<file path="src/rtl/debug_latch_dumper.sv">
// Snapshots the four pipeline latch buses on request and streams them bytewise to a UART TX.
// Optional trailing XOR checksum byte: define DEBUG_DUMP_CHECKSUM_EN.
module debug_latch_dumper #(
  parameter int              NB_IF_ID  = 64,
  parameter int              NB_ID_EX  = 192,
  parameter int              NB_EX_MEM = 128,
  parameter int              NB_MEM_WB = 64,
  parameter int              NB_DATA   = 8,
  parameter logic [NB_DATA-1:0] HEADER = 8'hA5
) (
  input  logic                 i_clk,
  input  logic                 i_rst,
  input  logic [NB_IF_ID-1:0]  i_if_id,
  input  logic [NB_ID_EX-1:0]  i_id_ex,
  input  logic [NB_EX_MEM-1:0] i_ex_mem,
  input  logic [NB_MEM_WB-1:0] i_mem_wb,
  input  logic                 i_dump_req,
  input  logic                 i_tx_done,
  output logic [NB_DATA-1:0]   o_tx_data,
  output logic                 o_tx_start,
  output logic                 o_busy,
  output logic                 o_dump_done
);

  localparam int NB_SNAP = NB_IF_ID + NB_ID_EX + NB_EX_MEM + NB_MEM_WB;
  localparam int N_DATA  = NB_SNAP / 8;
`ifdef DEBUG_DUMP_CHECKSUM_EN
  localparam int N_FRAME = N_DATA + 2;
`else
  localparam int N_FRAME = N_DATA + 1;
`endif
  localparam int CW = $clog2(N_FRAME + 1);
  localparam int IW = $clog2(N_DATA);

  localparam logic [CW-1:0] DATA_END = CW'(N_DATA);
  localparam logic [CW-1:0] LAST     = CW'(N_FRAME - 1);

  typedef enum logic [1:0] {
    IDLE,
    SEND,
    WAIT,
    DONE
  } state_t;

  state_t state;
  state_t state_nxt;

  logic [NB_SNAP-1:0] snap;
  logic [CW-1:0]      cnt;
  logic [IW-1:0]      didx;
  logic [NB_DATA-1:0] tx_byte;
  logic [NB_DATA-1:0] bytes [N_DATA];

`ifdef DEBUG_DUMP_CHECKSUM_EN
  logic [NB_DATA-1:0] csum;
`endif

  // bytes[0] is the most significant byte of the snapshot
  for (genvar g = 0; g < N_DATA; g++) begin : g_bytes
    assign bytes[g] = snap[NB_SNAP-1-NB_DATA*g -: NB_DATA];
  end

  assign didx = IW'(cnt - CW'(1));

  always_comb begin
    tx_byte = '0;
    if (cnt == '0) begin
      tx_byte = HEADER;
    end else if (cnt <= DATA_END) begin
      tx_byte = bytes[didx];
`ifdef DEBUG_DUMP_CHECKSUM_EN
    end else if (cnt == LAST) begin
      tx_byte = csum;
`endif
    end
  end

  always_comb begin
    state_nxt = state;
    unique case (state)
      IDLE: if (i_dump_req) state_nxt = SEND;
      SEND: state_nxt = WAIT;
      WAIT: begin
        if (i_tx_done) begin
          state_nxt = (cnt == LAST) ? DONE : SEND;
        end
      end
      DONE: state_nxt = IDLE;
      default: state_nxt = IDLE;
    endcase
  end

  always_ff @(posedge i_clk) begin
    if (i_rst) begin
      state <= IDLE;
      snap  <= '0;
      cnt   <= '0;
`ifdef DEBUG_DUMP_CHECKSUM_EN
      csum  <= '0;
`endif
    end else begin
      state <= state_nxt;
      if (state == IDLE && i_dump_req) begin
        snap <= {i_if_id, i_id_ex, i_ex_mem, i_mem_wb};
        cnt  <= '0;
`ifdef DEBUG_DUMP_CHECKSUM_EN
        csum <= '0;
`endif
      end else if (state == WAIT && i_tx_done) begin
        cnt  <= cnt + CW'(1);
`ifdef DEBUG_DUMP_CHECKSUM_EN
        csum <= csum ^ tx_byte;
`endif
      end
    end
  end

  assign o_busy      = (state != IDLE);
  assign o_tx_start  = (state == SEND);
  assign o_dump_done = (state == DONE);
  assign o_tx_data   = (state == IDLE) ? '0 : tx_byte;

endmodule
</file>
<file path="config.mk">
export PLATFORM = sky130hd
export DESIGN_NAME = debug_latch_dumper
export DESIGN_NICKNAME = d
export VERILOG_FILES = /design/src/rtl/debug_latch_dumper.sv
export SDC_FILE = /design/constraint.sdc
export NUM_CORES = 1
export LEC_CHECK = 0
export ABC_AREA = 0
export BUFFER_PORTS_ARGS = -buffer_cell sky130_fd_sc_hd__buf_2
export CAP_MARGIN = 20
export CORE_MARGIN = 2
export CORE_UTILIZATION = 45
export DETAILED_ROUTE_END_ITERATION = 7
export GPL_TIMING_DRIVEN = 0
export PLACE_DENSITY = 0.69
export SYNTH_ARGS = -nofsm -noshare
export SYNTH_HDL_FRONTEND = slang
export SYNTH_SLANG_ARGS = --single-unit
</file>
<file path="constraint.sdc">
create_clock -name i_clk -period 7.7 [get_ports i_clk]
set_input_delay 0.385 -clock i_clk [delete_from_list [all_inputs] [get_ports i_clk]]
set_output_delay 0.385 -clock i_clk [all_outputs]
set_load 0.1 [all_outputs]
</file>
==> run summary <==
The wire length of the first global-routing pass came out at 106,000 um. The synthesized design contains 0 enable-type register cells. The post-route netlist has 23.6% of its cells at a drive strength greater than 1. The synthesized flop and latch total came out at 456. The sum of negative setup slack came out at 0 ns.

The number of gates resized after CTS was 0. The number of non-filler instances in the completed layout came out at 3,470. The synthesized instance count came out at 2,334. The vertical die dimension is 213 um.

The critical path data required time came out at 7.32 ns. The number of warnings issued by yosys is 0. The count of buffers added by post-CTS timing repair for setup is 0. The number of DRC markers in iteration 0 is 1,935.

By area the synthesized netlist is led by dfxtp_1 (47%), nand2_1 (18%), mux4_2 (12%), a21oi_1 (12%), clkbuf_1 (2.9%). The clock-pin slew on the worst setup and hold paths is 0.06 ns. The highest clock rate is approximately 160 MHz. After detailed placement, the design holds a cell count of 3,380. Across the routed clock network, the largest skew measured is ~0.022 ns.

The placer congestion estimate is 0.952. STA classifies the critical path startpoint as a register. The number of hold buffers added after CTS was 0. The core area is 43,000 sq um.

The biggest area contributor in the post-synthesis netlist is dfxtp_1. The flow ran to the end, and the final reports show no timing, DRC or antenna violations. The die boundary width is 213 um.

The sum of overflow across all layers after global routing is 0. The transition time of the tightest slew-check pin came out at 1.17 ns. TritonCTS built the clock tree. The number of routed nets with antenna violations came out at 0. In the global route stage, overall resource usage came out at 31.7%. The headroom to the max-slew limit came out at 22.0%. The number of placement rows came out at 76. Setup slack on the critical path of the routed design comes to about 1.6 ns. The number of filler instances in the final layout came out at ~4,000. The area taken by multi-input logic gates is between 9000 and 10,000 sq um.

The most used flip-flop cell after synthesis is dfxtp_1. The number of nets in the finished design is 3,299. Across the run, the number of max-cap violations was 0. The root buffer cell chosen for the clock tree is clkbuf_16. The ratio of routed vias to standard cells is 5.50. The post-synth net total is 2,788. The total of endpoints with negative setup slack in the final report came out at 0. The total count of hold-check failures in the final report came to 0.

The mean instance size in the synthesized netlist came out at around 8.4 sq um. The number of antenna violations at the first check in global routing came to 6. The total DRC errors in the routed layout came out at 0. In this run the worst path has a maximum fanout of 10. TritonCTS created 48 clock buffers. The final cycle utilization of the critical path came out at 79.6%. After synthesis, flip-flops and latches occupy 46.6% of the total area. Counting distinct cell types in the post-synthesis netlist gives 54. Of all flip-flops after synthesis, the portion carrying an async set or reset was 0%. The worst-case IR drop observed on VDD is 136 uV.

At the worst endpoint, the arrival time is 5.74 ns. The clock latency on the worst-skew pair is 0.58 ns. The number of global-route vias before repair is 18,606. The library cell used most frequently in the layout, excluding fill and tap cells, is nand2_1. The number of clock sinks seen by CTS is approximately 460.

The layout overhead on the synthesized area came out at 23.5%. Setup repair after global routing left no endpoint under its margin. The number of port buffers is 461. The average wire length per cell after detail routing came out at roughly 21 um. The die area is 45,200 sq um. The final number of max-transition violations is 0. The pin count of the biggest net entering global routing came out at 14.

The type of the worst setup path is reg2out. The maximum root-to-sink buffer count came out at 3. At the placement stage, the worst setup path has a slack of 2.27 ns. The half-perimeter wire length of the detailed placement result is 57,200 um. For the finished layout, the period the worst path requires is about 6 ns. Registers take between 9000 and 10,000 sq um.

The fraction of synthesized cell area taken by the top area cell type came out at ~47%. For this design the static power due to leakage is 9.68 nW. The effective utilization at floorplan is 45.6%.

The total number of vias came out at ~19,000. The detailed-route wire length is 72,900 um. The clock tree synthesis step divided the H-tree into 2 levels. In this run the worst hold path is classified as in2reg. In the layout the commonest cells are nand2_1 (943), buf_2 (478), a21oi_1 (466).

The mapped cell area is approximately 20,000 sq um. In this run the power density over the cells is 234 nW/um^2. The first detailed-routing pass ran for 6 iterations.

The number of top-level pins came out at 463. The worst setup path is captured at an output port.
-- stage by stage --
step | power, mW | cell area [sq um] | hold WS, ns | util [%]
after floorplan | 3.06 | 19600 | 0.432 | -
after global placement | 3.38 | 22600 | 0.439 | 52.6
after detailed placement | 3.41 | 22600 | 0.445 | 52.6
after CTS | 5.66 | 24200 | 0.0259 | 56.3
after global routing | 5.84 | 24200 | 0.0442 | 56.3
final | 5.66 | 24200 | 0.0449 | 56.3
-- final cells by class --
class,count,share of cell area (%)
Antenna cell,3,0.0310
Buffer,193,3.43
Clock buffer,78,6.10
Clock inverter,9,0.336
Inverter,4,0.0621
Multi-Input combinational cell,1681,39.7
Sequential cell,456,37.7
Tap cell,585,3.03
Timing Repair Buffer,461,9.54
-- report_power, final --
| group | switching, mW | internal, mW |
|---|---|---|
| Clock | 0.949 | 1.34 |
| Sequential | 0.0891 | 2.52 |
| Combinational | 0.476 | 0.288 |
| Total | 1.51 | 4.14 |
-- state kept, by name, indices dropped and copies added, names as in the netlist --
signal and count:
bytes 448, cnt 6, state 2
-- cell usage after synthesis (all sizes together) (3+ instances only) --
| cell type | count |
|---|---|
| nand3 | 15 |
| xor2 | 4 |
| o22ai | 3 |
| nand2b | 6 |
| and2 | 5 |
| o21ai | 8 |
| a211oi | 4 |
| a2111oi | 4 |
| nor4 | 4 |
| inv | 3 |
| nand2 | 944 |
| o31ai | 5 |
| clkbuf | 149 |
| nor3 | 7 |
| a22oi | 3 |
| buf | 44 |
| o2111ai | 4 |
| a31oi | 4 |
| dfxtp | 456 |
| nor2 | 22 |
| mux4 | 112 |
| xnor2 | 6 |
| mux2i | 26 |
| nor2b | 5 |
| a21oi | 466 |
| o32ai | 4 |
| or3 | 3 |
| mux2 | 3 |
-- final timing paths --
kind,cells past startpoint,slack [ns],endpoint,start
worst min-delay path,3,0.04,bytes[428],i_if_id[44]
worst max register to register,10,4.22,cnt[1],cnt[0]
worst max-delay path,14,1.57,o_tx_data[5],cnt[0]
worst min register to register,2,0.45,bytes[409],bytes[409]
-- per-layer routing --
metal | GRT usage (%) | part of all wire (%) | wire, um
met5 | 0 | 0.032 | 23
met4 | 15.0 | 4.7 | 3440
met3 | 6.04 | 8.5 | 6200
met2 | 52.5 | 47 | 34200
met1 | 40.0 | 40 | 29000
-- critical path, cell delays in order, from the launching register on --
cell and delay, ns:
dfxtp_1 0.34, buf_6 0.16, buf_4 0.26, buf_4 0.32, inv_1 0.16, ha_1 0.32, buf_2 0.30, clkbuf_1 0.65
buf_1 0.89, mux4_2 0.41, nand3_1 0.10, o2111ai_1 0.29, a31oi_1 0.16, nor2_1 0.29, buf_2 0.49
-- kinds of logic after synthesis --
group	after synthesis	synth area share (%)
muxes	141	14.5
adders and majority gates	2	0.128
and+or+nand+nor	1018	20.2
xor gates and xnor gates	10	0.639
DFF	456	46.6
AOI/OAI and AO/OA	510	13.6
buffers and inverters	197	4.31
Power figures use the tool's default switching activity.
